[config.mk]
export PLATFORM = sky130hd
export DESIGN_NAME = ahb_master_arbiter
export DESIGN_NICKNAME = d
export VERILOG_FILES = /design/src/rtl/ahb_master_arbiter_pkg.sv /design/src/rtl/ahb_master_arbiter_rr_priority_picker.sv /design/src/rtl/ahb_master_arbiter.sv
export SDC_FILE = /design/constraint.sdc
export NUM_CORES = 1
export LEC_CHECK = 0
export BUFFER_PORTS_ARGS = -buffer_cell sky130_fd_sc_hd__buf_2
export CAP_MARGIN = 10
export CORE_AREA = 3 3 94 96
export CTS_CLUSTER_SIZE = 28
export DETAILED_ROUTE_END_ITERATION = 10
export DIE_AREA = 0 0 97 99
export MAX_ROUTING_LAYER = met4
export PLACE_DENSITY_LB_ADDON = 0.2
export SLEW_MARGIN = 0
export SYNTH_ARGS = -nofsm -noshare
export SYNTH_HDL_FRONTEND = slang
export SYNTH_SLANG_ARGS = --single-unit
[constraint.sdc]
create_clock -name clk -period 1.6 [get_ports clk]
set_input_delay 0.32 -clock clk [delete_from_list [all_inputs] [get_ports clk]]
set_output_delay 0.32 -clock clk [all_outputs]
set_load 0.02 [all_outputs]
[src/rtl/ahb_master_arbiter_pkg.sv]
// Shared AHB-Lite encodings for the master arbiter and its helpers.
// HTRANS, HBURST and HSIZE values as they appear on the bus.
package ahb_master_arbiter_pkg;

    localparam logic [1:0] HTRANS_IDLE   = 2'b00;
    localparam logic [1:0] HTRANS_BUSY   = 2'b01;
    localparam logic [1:0] HTRANS_NONSEQ = 2'b10;
    localparam logic [1:0] HTRANS_SEQ    = 2'b11;

    localparam logic [2:0] HBURST_SINGLE = 3'b000;
    localparam logic [2:0] HBURST_INCR   = 3'b001;
    localparam logic [2:0] HBURST_WRAP4  = 3'b010;
    localparam logic [2:0] HBURST_INCR4  = 3'b011;
    localparam logic [2:0] HBURST_WRAP8  = 3'b100;
    localparam logic [2:0] HBURST_INCR8  = 3'b101;
    localparam logic [2:0] HBURST_WRAP16 = 3'b110;
    localparam logic [2:0] HBURST_INCR16 = 3'b111;

    localparam logic [2:0] HSIZE_BYTE  = 3'b000;
    localparam logic [2:0] HSIZE_HALF  = 3'b001;
    localparam logic [2:0] HSIZE_WORD  = 3'b010;
    localparam logic [2:0] HSIZE_DWORD = 3'b011;

    localparam int MASTER_IDX_W = 2;

endpackage

[src/rtl/ahb_master_arbiter_rr_priority_picker.sv]
// Combinational round-robin picker: first set request strictly after 'last',
// wrapping around to the lowest set request below it.
module ahb_master_arbiter_rr_priority_picker
    import ahb_master_arbiter_pkg::*;
#(
    parameter int N = 2
) (
    input  logic [N-1:0]              req,
    input  logic [MASTER_IDX_W-1:0]   last,
    output logic [MASTER_IDX_W-1:0]   next_idx,
    output logic                      valid
);

    logic                    hi_valid;
    logic [MASTER_IDX_W-1:0] hi_idx;
    logic                    lo_valid;
    logic [MASTER_IDX_W-1:0] lo_idx;

    // Descending scan so the lowest matching index is the one left standing.
    always_comb begin
        hi_valid = 1'b0;
        hi_idx   = '0;
        lo_valid = 1'b0;
        lo_idx   = '0;
        for (int i = N - 1; i >= 0; i--) begin
            if (req[i]) begin
                lo_valid = 1'b1;
                lo_idx   = MASTER_IDX_W'(i);
                if (MASTER_IDX_W'(i) > last) begin
                    hi_valid = 1'b1;
                    hi_idx   = MASTER_IDX_W'(i);
                end
            end
        end
    end

    assign valid    = lo_valid;
    assign next_idx = hi_valid ? hi_idx : lo_idx;

endmodule

[src/rtl/ahb_master_arbiter.sv]
// Multi-master AHB-Lite arbiter and master-side mux. Bus ownership moves only
// when the owner is IDLE, unlocked and HREADY is high, so no transfer is split.
module ahb_master_arbiter
    import ahb_master_arbiter_pkg::*;
#(
    parameter int NUM_MASTERS    = 2,
    parameter int DEFAULT_MASTER = 0,
    parameter int ADDR_W         = 32,
    parameter int DATA_W         = 32
) (
    input  logic                          clk,
    input  logic                          reset,
    input  logic [NUM_MASTERS*ADDR_W-1:0] m_haddr,
    input  logic [NUM_MASTERS*2-1:0]      m_htrans,
    input  logic [NUM_MASTERS-1:0]        m_hwrite,
    input  logic [NUM_MASTERS*3-1:0]      m_hsize,
    input  logic [NUM_MASTERS*3-1:0]      m_hburst,
    input  logic [NUM_MASTERS*4-1:0]      m_hprot,
    input  logic [NUM_MASTERS-1:0]        m_hmastlock,
    input  logic [NUM_MASTERS*DATA_W-1:0] m_hwdata,
    output logic [NUM_MASTERS-1:0]        m_hready,
    input  logic                          HREADY,
    output logic [ADDR_W-1:0]             HADDR,
    output logic [1:0]                    HTRANS,
    output logic                          HWRITE,
    output logic [2:0]                    HSIZE,
    output logic [2:0]                    HBURST,
    output logic [3:0]                    HPROT,
    output logic                          HMASTLOCK,
    output logic [DATA_W-1:0]             HWDATA,
    output logic [NUM_MASTERS-1:0]        hgrant,
    output logic [MASTER_IDX_W-1:0]       hmaster,
    output logic [MASTER_IDX_W-1:0]       hmaster_data
);

    localparam int N = NUM_MASTERS;
    localparam logic [MASTER_IDX_W-1:0] DEF_IDX = MASTER_IDX_W'(DEFAULT_MASTER);

    logic [MASTER_IDX_W-1:0] owner;
    logic [MASTER_IDX_W-1:0] owner_next;
    logic [MASTER_IDX_W-1:0] data_owner;
    logic [MASTER_IDX_W-1:0] pick_idx;
    logic                    pick_valid;
    logic [N-1:0]            req;
    logic [N-1:0]            other_req;
    logic                    handover;

    always_comb begin
        req    = '0;
        hgrant = '0;
        for (int i = 0; i < N; i++) begin
            req[i]    = (m_htrans[i*2 +: 2] == HTRANS_NONSEQ);
            hgrant[i] = (owner == MASTER_IDX_W'(i));
        end
    end

    assign other_req = req & ~hgrant;

    ahb_master_arbiter_rr_priority_picker #(
        .N (N)
    ) u_picker (
        .req      (other_req),
        .last     (owner),
        .next_idx (pick_idx),
        .valid    (pick_valid)
    );

    // Address-phase mux follows the owner; HWDATA follows the data-phase owner.
    always_comb begin
        HADDR     = '0;
        HTRANS    = HTRANS_IDLE;
        HWRITE    = 1'b0;
        HSIZE     = '0;
        HBURST    = '0;
        HPROT     = '0;
        HMASTLOCK = 1'b0;
        HWDATA    = '0;
        for (int i = 0; i < N; i++) begin
            if (owner == MASTER_IDX_W'(i)) begin
                HADDR     = m_haddr[i*ADDR_W +: ADDR_W];
                HTRANS    = m_htrans[i*2 +: 2];
                HWRITE    = m_hwrite[i];
                HSIZE     = m_hsize[i*3 +: 3];
                HBURST    = m_hburst[i*3 +: 3];
                HPROT     = m_hprot[i*4 +: 4];
                HMASTLOCK = m_hmastlock[i];
            end
            if (data_owner == MASTER_IDX_W'(i)) begin
                HWDATA = m_hwdata[i*DATA_W +: DATA_W];
            end
        end
    end

    // Non-owners see a zero-wait OKAY for IDLE and are stalled otherwise.
    always_comb begin
        m_hready = '0;
        for (int i = 0; i < N; i++) begin
            if (owner == MASTER_IDX_W'(i)) begin
                m_hready[i] = HREADY;
            end else begin
                m_hready[i] = (m_htrans[i*2 +: 2] == HTRANS_IDLE);
            end
        end
    end

    assign handover = (HTRANS == HTRANS_IDLE) && !HMASTLOCK && HREADY && pick_valid;

    always_comb begin
        owner_next = owner;
        if (handover) begin
            owner_next = pick_idx;
        end
    end

    always_ff @(posedge clk or posedge reset) begin
        if (reset) begin
            owner      <= DEF_IDX;
            data_owner <= DEF_IDX;
        end else begin
            owner <= owner_next;
            if (HREADY) begin
                data_owner <= owner;
            end
        end
    end

    assign hmaster      = owner;
    assign hmaster_data = data_owner;

endmodule

==> After elaboration in Yosys (flattened, before gate mapping) <==
Cells that the tools add are included.
{ "totals": {"ff_bits": 4, "in_bits": 159, "out_inout_bits": 86} }
{ "classes": {"order_cmp": 2, "n_eq_ne": 4, "n_mux": 31, "bitwise": 2, "n_reduce_logical": 9} }
{ "ops": {"columns": ["cell", "count"], "rows": [
  ["32-bit 2-to-1 mux", 4],
  ["1-bit 2-to-1 mux", 15],
  ["2-bit 2-to-1 mux", 6],
  ["3-bit 2-to-1 mux", 4],
  ["2-bit logical NOT", 5],
  ["4-bit 2-to-1 mux", 2],
  ["2-bit by 1-bit == test with 1-bit output, second input constant", 2],
  ["2-bit == test, second input constant", 2],
  ["1-bit by 2-bit greater-than comparator with 1-bit output, first input constant", 2],
  ["1-bit logical AND", 3],
  ["2-bit AND", 1],
  ["2-bit NOT", 1],
  ["1-bit logical NOT", 1]
]} }

==> Logic depth before layout (Yosys ltp) <==
Gate-level depths: netlist of run 1.
{ "depth": {"ltp_word": 7, "depth_mapped": 5, "depth_no_buf": 3} }

==> Modules after synthesis <==
From an unflattened synthesis of run 1, not the netlist that was laid out.
{ "hier_totals": {"cells_unflattened": 207, "hier_area_um2": 1470.2} }
{ "modules_own_cells": {"columns": ["mod", "n_inst", "cells_each", "area_per_inst_um2", "seq_area_each_um2"], "rows": [
  ["ahb_master_arbiter", 1, 202, 1441.4, 100.1],
  ["ahb_master_arbiter_rr_priority_picker", 1, 5, 28.8, 0.0]
]} }

==> Worst setup path before layout of run 1 <==
Ideal clock, no wire load.
{ "synth_path": {"kind": "register -> output", "from": "register owner[0] (netlist: hmaster[0])", "to": "output m_hready[0]", "t_arrival_ps": 1491, "slack_ps": -211, "path_stages_with_launch": 5, "n_path_buf": 2, "path_cell_list": "dfrtp_1 buf_6 buf_8 inv_1 o31ai_1"} }
{ "synth_between": {"elab_chain_cells": 2} }
{ "synth_rtl": {"columns": ["item", "line_no", "rtl"], "rows": [
  ["start, declared", "ahb_master_arbiter.sv:39", "logic [MASTER_IDX_W-1:0] owner;"],
  ["start signal, assigned", "ahb_master_arbiter.sv:120", "owner <= owner_next;"],
  ["2-bit logical NOT", null, null],
  ["net hgrant[0]", "ahb_master_arbiter.sv:31", "output logic [NUM_MASTERS-1:0] hgrant,"],
  ["1-bit 2-to-1 mux", "ahb_master_arbiter.sv:98", "if (owner == MASTER_IDX_W'(i)) begin"],
  ["end, declared", "ahb_master_arbiter.sv:21", "output logic [NUM_MASTERS-1:0] m_hready,"]
]} }
The timed path passes the listed nets, and every way through them passes these cells.

==> Worst setup path after layout of run 1 <==
{ "layout_path": {"from": "register owner[0] (netlist: hmaster[0])", "to": "output HADDR[22]"} }
{ "layout_between": {"elab_chain_cells": 3, "elab_cells_between_ends": 4, "cone_classes": "eq/ne (1); mux (2); reduce/logical (1)"} }
{ "layout_rtl": {"columns": ["item", "line_no", "rtl"], "rows": [
  ["2-bit logical NOT", "ahb_master_arbiter.sv:79", "if (owner == MASTER_IDX_W'(i)) begin"],
  ["32-bit 2-to-1 mux", "ahb_master_arbiter.sv:79", null],
  ["32-bit 2-to-1 mux (*)", "ahb_master_arbiter.sv:79", null],
  ["end, declared", "ahb_master_arbiter.sv:23", "output logic [ADDR_W-1:0] HADDR,"]
]} }
Every way passes the cells marked *; elsewhere a longest branch is shown, timed or not.

==> out/metrics.csv, run 1 <==
stage,metric,value,unit
outcome,status,"complete, but fails checks",
outcome,failing checks,negative setup slack,
clock_network,CTS tree,yes,
clock_network,Worst-Skew Late Latency,210,ps
setup_path,Setup CP Type,register to output pin,
drt,number of remaining DRC errors,0,
clock_network,Max H-tree Level,1,
yosys,simple-gate share of the synthesized area,1.209,%
yosys,syn_area_per_cell,10.64,sq um
place,Placed Area,2432,sq um
floorplanning,die height,99,microns
yosys,mux cell area share after synthesis,77.14,%
yosys,Synth area leaders,"mux2_2 77%, buf_6 7.9%, dfrtp_1 4.4%",
setup_path,CP required,1280,ps
timing,period utilization,104.5,%
setup_path,CP bufs+invs,2,
power_and_ir_drop,Design Power,1.007,mW
setup_path,crit-path max cell delay,400,ps
yosys,Post-Syn Area,1139,sq um
setup_path,Worst Path Max Fanout,32,
timing,"Hold Violations, Final",0,
yosys,complex-gate fraction of the synthesized area,3.956,%
clock_network,TritonCTS Buffers,3,
min_path,Hold/Removal Path Class,primary input to register,
yosys,Ys Warns,0,
setup_path,worst reg2reg path startpoint,hmaster[0],
global_routing,GR Util met2,20.06,%
drt,Detail Route Antenna Nets,0,
floorplanning,Die W,97,microns
setup_path,crit path from,hmaster[0],
yosys,cell taking the most area after synthesis,mux2_2,
setup_path,cell with the largest stage delay on the worst path,dfrtp_2,
global_routing,GR peak layer,met2,
yosys,number of synthesized register bits,2,
setup_path,critical path data arrival time,1350,ps
place,IO Port Bufs,242,
power_and_ir_drop,leakage,1.424,nW
job,MaxCap Viol Count,0,
setup_path,CP endpoint kind,output pin,
floorplanning,DIE AREA,9603,sq um
layout,share of cells above drive strength 1,95.99,%
timing,Pins Over Slew Limit,0,
yosys,Post-Synth Adder-Cell Area,0,%
timing,FMAX,597.8,MHz
floorplanning,total core area,8134,sq um
global_routing,grt ovf,0,
global_routing,met1 Resource Use GR,11.22,%
setup_path,cell family with most CP delay,flip-flops,
setup_path,FF-to-FF End,hmaster[0],
drt,Via density,3.954,
floorplanning,I/O pins,245,
layout,fin area,2656,sq um
drt,Vias,1795,
clock_network,root buf cell,clkbuf_8,
place,dpl cells,445,
layout,nets,509,
drt,Avg WL per Cell,13.46,microns
setup_path,worst reg2reg path depth,5,
layout,area grow syn2layout,133.3,%
layout,"commonest non-fill, non-tap cell in the layout",buf_2,
place,dpl hpwl,5121,microns
setup_path,Worst Setup EP,HADDR[22],
layout,post-route insts no fill,454,
timing,Fin Clk Skew,5.833,ps
layout,area taken by multi-input logic gates,985.9,sq um
timing,RSZ-0062 raised after global routing,yes,
layout,# diodes,0,
setup_path,Worst R2R Setup Slack,440,ps
global_routing,vias in the first global route,1752,
yosys,largest family of logic cells by synthesized area,multiplexers,
clock_network,"CTS clk-pin slew, worst paths",30,ps
power_and_ir_drop,Max VDD drop,267.1,uV
timing,Final min period,1673,ps
yosys,Syn Inst Count,107,
layout,# fillers,868,
clock_network,sink count of the clock tree,2,
setup_path,CP Launch Type,register,
global_routing,pin count of the biggest net entering global routing,35,
power_and_ir_drop,Power Density,379.0,nW/um^2
drt,initial DRC count,11,
clock_network,CTS Buffer Depth,2,
floorplanning,initial core utilization,14.00,%
drt,DRT Wirelength,6113,microns
yosys,Post-Synth XOR/XNOR Area,0,%
layout,FF/Latch Area,52.55,sq um
global_routing,initial antenna violation count,0,
drt,DR pass1 iterations,4,
global_routing,met3 Usage GRT,3.822,%
layout,most frequent cells in the layout,"218 x buf_2, 72 x mux2_2, 19 x buf_4",
yosys,Yosys cell types,15,
yosys,post-synthesis sequential area ratio,4.396,%
global_routing,Total GRT Usage,10.72,%
global_routing,global-route wire length before repair,8314,microns
timing,Final setup viols,68,
place,global placer's final weighted congestion,0.7942,
place,pre-CTS setup slack,145.1,ps
setup_path,cells along the critical path,buf_12 -> mux2_2 -> buf_2,
timing,fin worst setup slack,-72.78,ps
floorplanning,Rows,33,
yosys,top-area cell type share of the netlist area,77.14,%
setup_path,Stages on worst setup path,3,
## worst min path at each step
| stage | slack, ps | cells past startpoint | start | endpoint |
|---|---|---|---|---|
| 2_1_floorplan | 60 | 1 | reset | hmaster[0] |
| 3_3_place_gp | 180 | 2 | reset | hmaster_data[0] |
| 3_5_place_dp | 180 | 2 | reset | hmaster_data[0] |
| 4_1_cts | 330 | 2 | m_htrans[1] | hmaster[0] |
| 5_1_grt | 350 | 2 | m_htrans[1] | hmaster[0] |
| 6_report | 340 | 2 | m_htrans[1] | hmaster[0] |
## power breakdown
part / leakage, nW / total (mW) / switching (mW) / internal, mW
logic: 1.38 / 0.740 / 0.353 / 0.387
clock network: 0.0228 / 0.211 / 0.0416 / 0.169
registers: 0.0244 / 0.0556 / 0.00298 / 0.0526
## worst reg2reg max path: cells and delay by family, from the launching register on
kind	cells	cell delay (ps)
AO/OA/AOI/OAI	2	200
flip-flops	1	400
buffers and inverters	3	470
## area by class of cell
| class | instances | area share (%) |
|---|---|---|
| clock buffer | 4 | 1.696 |
| inverter | 4 | 0.7065 |
| multi-input combinational | 89 | 37.12 |
| sequential | 2 | 1.978 |
| tap | 105 | 4.946 |
| timing repair buffer | 250 | 53.56 |
## sequential cells by signal, indices dropped and copies added, names as in the netlist
register      cells
hmaster           1
hmaster_data      1
## cells in the mapped netlist
cell and instances:
o41ai_1 1, nand2_1 2, conb_1 1, buf_6 8, o31ai_1 2, buf_8 1, buf_2 1, o41a_1 1
a21oi_1 1, o21ai_0 1, inv_1 4, buf_4 3, nand2b_1 1, mux2_2 78, dfrtp_1 2
## stage by stage
| stage | TNS, ps | hold slack, ps | util (%) |
|---|---|---|---|
| after floorplan | 0 | 61.18 | - |
| after detailed placement | 0 | 181.7 | 29.90 |
| after global routing | -6601 | 348.1 | 32.66 |
| after global placement | 0 | 178.7 | 29.90 |
| after CTS | -3268 | 332.3 | 30.58 |
| final | -3128 | 339.0 | 32.66 |
## cell families after synthesis
kind of cell / Yosys count
mux: 78
buf+inv: 17
compound gates: 6
simple gates: 3
flops: 2
other cells: 1
## timing repair
item                                   in CTS  in global routing
setup endpoints to repair                  79                 80
buffers inserted                            0                  2
resized for setup                           0                 40
hold buffers                                1                  0
endpoints found under the hold margin       2                  0
cloned                                      0                  2
## layer usage
metal	part of all wire, %	wire, microns
met5	0	0
met4	0	0
met3	12	709
met2	54	3279
met1	35	2125
Power figures use the tool's default switching activity.
==> run 2: changes to the inputs <==
CELL_PAD_IN_SITES_DETAIL_PLACEMENT = 1   (was default)
CELL_PAD_IN_SITES_GLOBAL_PLACEMENT = 1   (was default)
CORE_AREA = default   (was 3 3 94 96)
CORE_ASPECT_RATIO = 1.25   (was default)
CORE_MARGIN = 3   (was default)
CORE_UTILIZATION = 13   (was default)
DIE_AREA = default   (was 0 0 97 99)
HOLD_SLACK_MARGIN = 0.06   (was default)
==> run 2 against run 1 <==
Compared with the run above: the run still ends with negative setup slack left; worst hold slack lost 8.3 ps; cell count up 4.0%; total power increased by 11%; global-route usage rose by 3.3 points.
==> out/metrics.csv, run 2 (same netlist as run 1, synthesis figures left out) <==
stage,metric,value,unit
outcome,status,"complete, but fails checks",
outcome,failing checks,negative setup slack,
power_and_ir_drop,Power Density,375.4,nW/um^2
timing,"Hold Violations, Final",0,
clock_network,root buf cell,clkbuf_8,
timing,Fin Clk Skew,3.193,ps
floorplanning,Rows,37,
clock_network,"CTS clk-pin slew, worst paths",30,ps
drt,Via density,4.059,
global_routing,pin count of the biggest net entering global routing,28,
place,IO Port Bufs,242,
power_and_ir_drop,Psw,0.4359,mW
floorplanning,total core area,8379,sq um
place,Placed Area,2447,sq um
drt,Avg WL per Cell,16.47,microns
job,MaxCap Viol Count,0,
clock_network,TritonCTS Buffers,3,
power_and_ir_drop,combinational share of power,75.7,%
power_and_ir_drop,Cell Int Power,0.6843,mW
clock_network,sink count of the clock tree,2,
power_and_ir_drop,Sw Ratio,38.91,%
layout,"commonest non-fill, non-tap cell in the layout",buf_2,
power_and_ir_drop,sequential group share of total power,4.9,%
timing,Final setup viols,74,
power_and_ir_drop,leakage,1.555,nW
clock_network,CTS tree,yes,
timing,Sum Neg Setup Slack,-3637,ps
layout,fin area,2984,sq um
power_and_ir_drop,power share of the clock group,19.4,%
setup_path,worst reg2reg path startpoint,hmaster_data[0],
setup_path,Worst Path Max Fanout,27,
setup_path,CP Launch Type,register,
timing,period utilization,104.4,%
drt,DRT Wirelength,7775,microns
floorplanning,Die W,89.71,microns
global_routing,vias in the first global route,2141,
floorplanning,die height,110.6,microns
floorplanning,initial core utilization,13.59,%
place,dpl hpwl,6088,microns
layout,# fillers,1018,
power_and_ir_drop,Design Power,1.120,mW
place,pre-CTS setup slack,120.6,ps
layout,nets,514,
timing,Final min period,1671,ps
timing,fin worst setup slack,-70.97,ps
place,dpl cells,457,
layout,fin util,35.61,%
drt,initial DRC count,28,
clock_network,Worst-Skew Late Latency,220,ps
floorplanning,I/O pins,245,
setup_path,crit path from,hmaster[0],
place,global placer's final weighted congestion,0.7795,
timing,RSZ-0062 raised after global routing,yes,
global_routing,initial antenna violation count,2,
layout,post-route insts no fill,472,
drt,number of remaining DRC errors,0,
setup_path,Setup CP Type,register to output pin,
drt,DR pass1 iterations,3,
drt,Detail Route Antenna Nets,0,
timing,FMAX,598.5,MHz
layout,area taken by multi-input logic gates,1021,sq um
setup_path,CP required,1280,ps
layout,most frequent cells in the layout,"198 x buf_2, 65 x mux2_2, 40 x buf_6",
timing,Pins Over Slew Limit,0,
clock_network,Max H-tree Level,1,
min_path,min-delay src,m_htrans[1],
setup_path,critical path data arrival time,1350,ps
clock_network,CTS Buffer Depth,2,
global_routing,Total GRT Usage,14.02,%
power_and_ir_drop,Max VDD drop,304.5,uV
layout,FF/Latch Area,52.55,sq um
global_routing,grt ovf,0,
global_routing,global-route wire length before repair,10980,microns
layout,share of cells above drive strength 1,96.05,%
setup_path,CP endpoint kind,output pin,
timing,Fin Hold WS,330.7,ps
min_path,Hold/Removal Path Class,primary input to register,
floorplanning,DIE AREA,9925,sq um
drt,Vias,1916,
layout,area grow syn2layout,162.1,%
==> run 2: changes by cell type in the layout (fill, tap and decap cells not counted) <==
cell	before	now
o31ai_4	1	2
mux2_2	72	65
diode_2	0	1
buf_16	0	1
inv_4	0	1
o31ai_2	1	0
buf_2	218	198
buf_4	19	8
mux2_4	6	13
clkinvlp_4	1	0
buf_6	7	40
buf_8	1	0
clkbuf_16	1	4
==> run 2: power groups by stage <==
stage | registers [mW] | clock network [mW] | logic [mW]
detailed placement | 0.0552 | 0 | 0.698
floorplan | 0.0555 | 0 | 0.370
global route | 0.0546 | 0.239 | 0.904
finish | 0.0544 | 0.218 | 0.848
CTS | 0.0541 | 0.223 | 0.753
global placement | 0.0550 | 0 | 0.695
==> run 2: worst max-delay path, cell delays in order, from the launching register on <==
cell     delay (ps)
dfrtp_2         410
buf_12          190
mux2_2          360
buf_2           160
==> run 2: final cells by class <==
class                      instances  share of cell area [%]
tap                              117                   4.906
clock buffer                       4                   1.509
inverter                           4                  0.5870
sequential                         2                   1.761
timing repair buffer             255                   56.94
multi-input combinational         89                   34.21
antenna                            1                 0.08386
==> run 2: what timing repair did <==
| item | in CTS | in global routing |
|---|---|---|
| pin swaps | 0 | 0 |
| gates resized for setup | 36 | 66 |
| gates cloned | 1 | 4 |
| hold endpoints to repair | 2 | 0 |
| hold buffers | 1 | 0 |
| buffers inserted | 4 | 0 |
| setup endpoints to repair | 77 | 80 |
==> run 2: per-layer routing <==
metal | up-vias | GRT usage, % | routed length [microns]
li1 | 892 | - | -
met2 | 162 | 26.51 | 4109
met1 | 848 | 13.74 | 2615
met4 | 0 | 2.863 | 172
met3 | 14 | 4.973 | 876
met5 | - | - | 0
==> run 2: path summary, 6_finish.rpt <==
check | endpoint | slack (ps) | cells past startpoint
worst max-delay path | HADDR[29] | -70 | 3
worst min-delay path | hmaster[0] | 330 | 2
worst max register to register | hmaster_data[0] | 520 | 5
worst min register to register | hmaster[0] | 790 | 3
max in group asynchronous | hmaster_data[0] | 930 | 3
min in group asynchronous | hmaster[0] | 540 | 3
==> run 3: changes to the inputs <==
SKIP_CTS_REPAIR_TIMING = 1   (was default)
==> run 3 against run 2 <==
Compared with the run above: the flow still finishes with violations (negative setup slack); routed wire length shrank 1.5%; non-clock buffer count fell by 3; die area unchanged; combinational power shrank 1%; clock power about the same; worst hold slack better by 1.1 ps; critical path type unchanged; critical endpoint is now HWDATA[9]; largest cell class unchanged.
==> out/metrics.csv, run 3 (same netlist as run 1, synthesis figures left out) <==
stage,metric,value,unit
drt,Detail Route Antenna Nets,0,
setup_path,FF-to-FF End,hmaster_data[0],
setup_path,crit path from,hmaster_data[0],
floorplanning,Rows,37,
setup_path,Worst Path Max Fanout,9,
power_and_ir_drop,Power Density,379.5,nW/um^2
timing,Sum Neg Setup Slack,-5851,ps
floorplanning,die height,110.6,microns
floorplanning,I/O pins,245,
setup_path,worst reg2reg path startpoint,hmaster_data[0],
setup_path,Worst Setup EP,HWDATA[9],
clock_network,sink count of the clock tree,2,
drt,Vias,1910,
setup_path,CP required,1280,ps
layout,area grow syn2layout,157.0,%
timing,period utilization,108.2,%
layout,most frequent cells in the layout,"203 x buf_2, 48 x mux2_2, 32 x buf_6",
timing,fin worst setup slack,-130.7,ps
place,global placer's final weighted congestion,0.7795,
layout,# fillers,1020,
global_routing,grt ovf,0,
place,dpl hpwl,6088,microns
drt,Avg WL per Cell,16.30,microns
floorplanning,DIE AREA,9925,sq um
timing,Pins Over Slew Limit,0,
global_routing,pin count of the biggest net entering global routing,35,
drt,Via density,4.064,
setup_path,Setup CP Type,register to output pin,
clock_network,TritonCTS Buffers,3,
timing,Fin Clk Skew,3.192,ps
setup_path,CP Launch Type,register,
clock_network,"CTS clk-pin slew, worst paths",30,ps
power_and_ir_drop,Max VDD drop,318.2,uV
timing,"Hold Violations, Final",0,
setup_path,critical path data arrival time,1410,ps
global_routing,Total GRT Usage,13.09,%
clock_network,Max H-tree Level,1,
drt,DRT Wirelength,7662,microns
drt,initial DRC count,18,
timing,Final min period,1731,ps
global_routing,vias in the first global route,2034,
clock_network,root buf cell,clkbuf_8,
global_routing,initial antenna violation count,3,
layout,nets,511,
clock_network,Worst-Skew Late Latency,220,ps
drt,DR pass1 iterations,3,
min_path,Hold/Removal Path Class,primary input to register,
outcome,failing checks,negative setup slack,
floorplanning,Die W,89.71,microns
power_and_ir_drop,leakage,1.564,nW
timing,Final setup viols,76,
floorplanning,total core area,8379,sq um
clock_network,CTS tree,yes,
drt,number of remaining DRC errors,0,
place,IO Port Bufs,242,
setup_path,Worst R2R Setup Slack,430,ps
outcome,status,"complete, but fails checks",
global_routing,global-route wire length before repair,10380,microns
setup_path,CP endpoint kind,output pin,
setup_path,worst reg2reg path depth,5,
power_and_ir_drop,Design Power,1.111,mW
job,MaxCap Viol Count,0,
floorplanning,initial core utilization,13.59,%
timing,RSZ-0062 raised after global routing,yes,
layout,share of cells above drive strength 1,95.73,%
timing,FMAX,577.8,MHz
layout,"commonest non-fill, non-tap cell in the layout",buf_2,
clock_network,CTS Buffer Depth,2,
## run 3: worst min-delay path by stage
| stage | start | to | slack [ps] | cells past startpoint |
|---|---|---|---|---|
| after CTS | reset | hmaster[0] | -40 | 2 |
| after detailed placement | reset | hmaster_data[0] | 190 | 2 |
| after global routing | m_htrans[1] | hmaster[0] | 330 | 2 |
| after global placement | reset | hmaster_data[0] | 180 | 2 |
| final | m_htrans[1] | hmaster[0] | 330 | 2 |
| after floorplan | reset | hmaster[0] | 60 | 1 |
## run 3: report_power, final
group	internal (mW)	switching [mW]	leakage, nW	total [mW]
logic	0.455	0.381	1.52	0.836
clock network	0.170	0.0481	0.0228	0.218
registers	0.0526	0.00442	0.0244	0.0570
total	0.678	0.433	1.56	1.11
## run 3: metal layers
| layer | vias up | track usage [%] | wire (microns) |
|---|---|---|---|
| li1 | 884 | - | - |
| met1 | 860 | 12.84 | 2693 |
| met2 | 158 | 25.10 | 4070 |
| met3 | 8 | 4.905 | 808 |
| met4 | 0 | 1.534 | 89 |
| met5 | - | - | 0 |
## run 3: layout make-up
class | count | area (sq um) | area share (%)
clock buffers | 4 | 45.04 | 1.539
flip-flops and latches | 2 | 52.55 | 1.796
diodes | 2 | 5.005 | 0.1710
repair buffers | 252 | 1587 | 54.21
multi-input cells | 89 | 1076 | 36.77
well taps | 117 | 146.4 | 5.002
inverters | 4 | 15.01 | 0.5130
## run 3: metrics by stage
step	cells	instance area (sq um)	setup WS (ps)	hold slack, ps	utilization (%)
5_1_grt	470	2927	-184.0	328.8	34.93
3_3_place_gp	457	2447	143.1	179.1	29.21
2_1_floorplan	108	1161	14.37	61.18	-
6_report	470	2927	-130.7	331.9	34.93
4_1_cts	461	2492	-114.9	-43.19	29.74
3_5_place_dp	457	2447	120.6	185.7	29.21
## run 3: critical path: stages (launching register included)
cell	delay [ps]
dfrtp_2	490
buf_12	180
mux2_2	360
buf_2	170
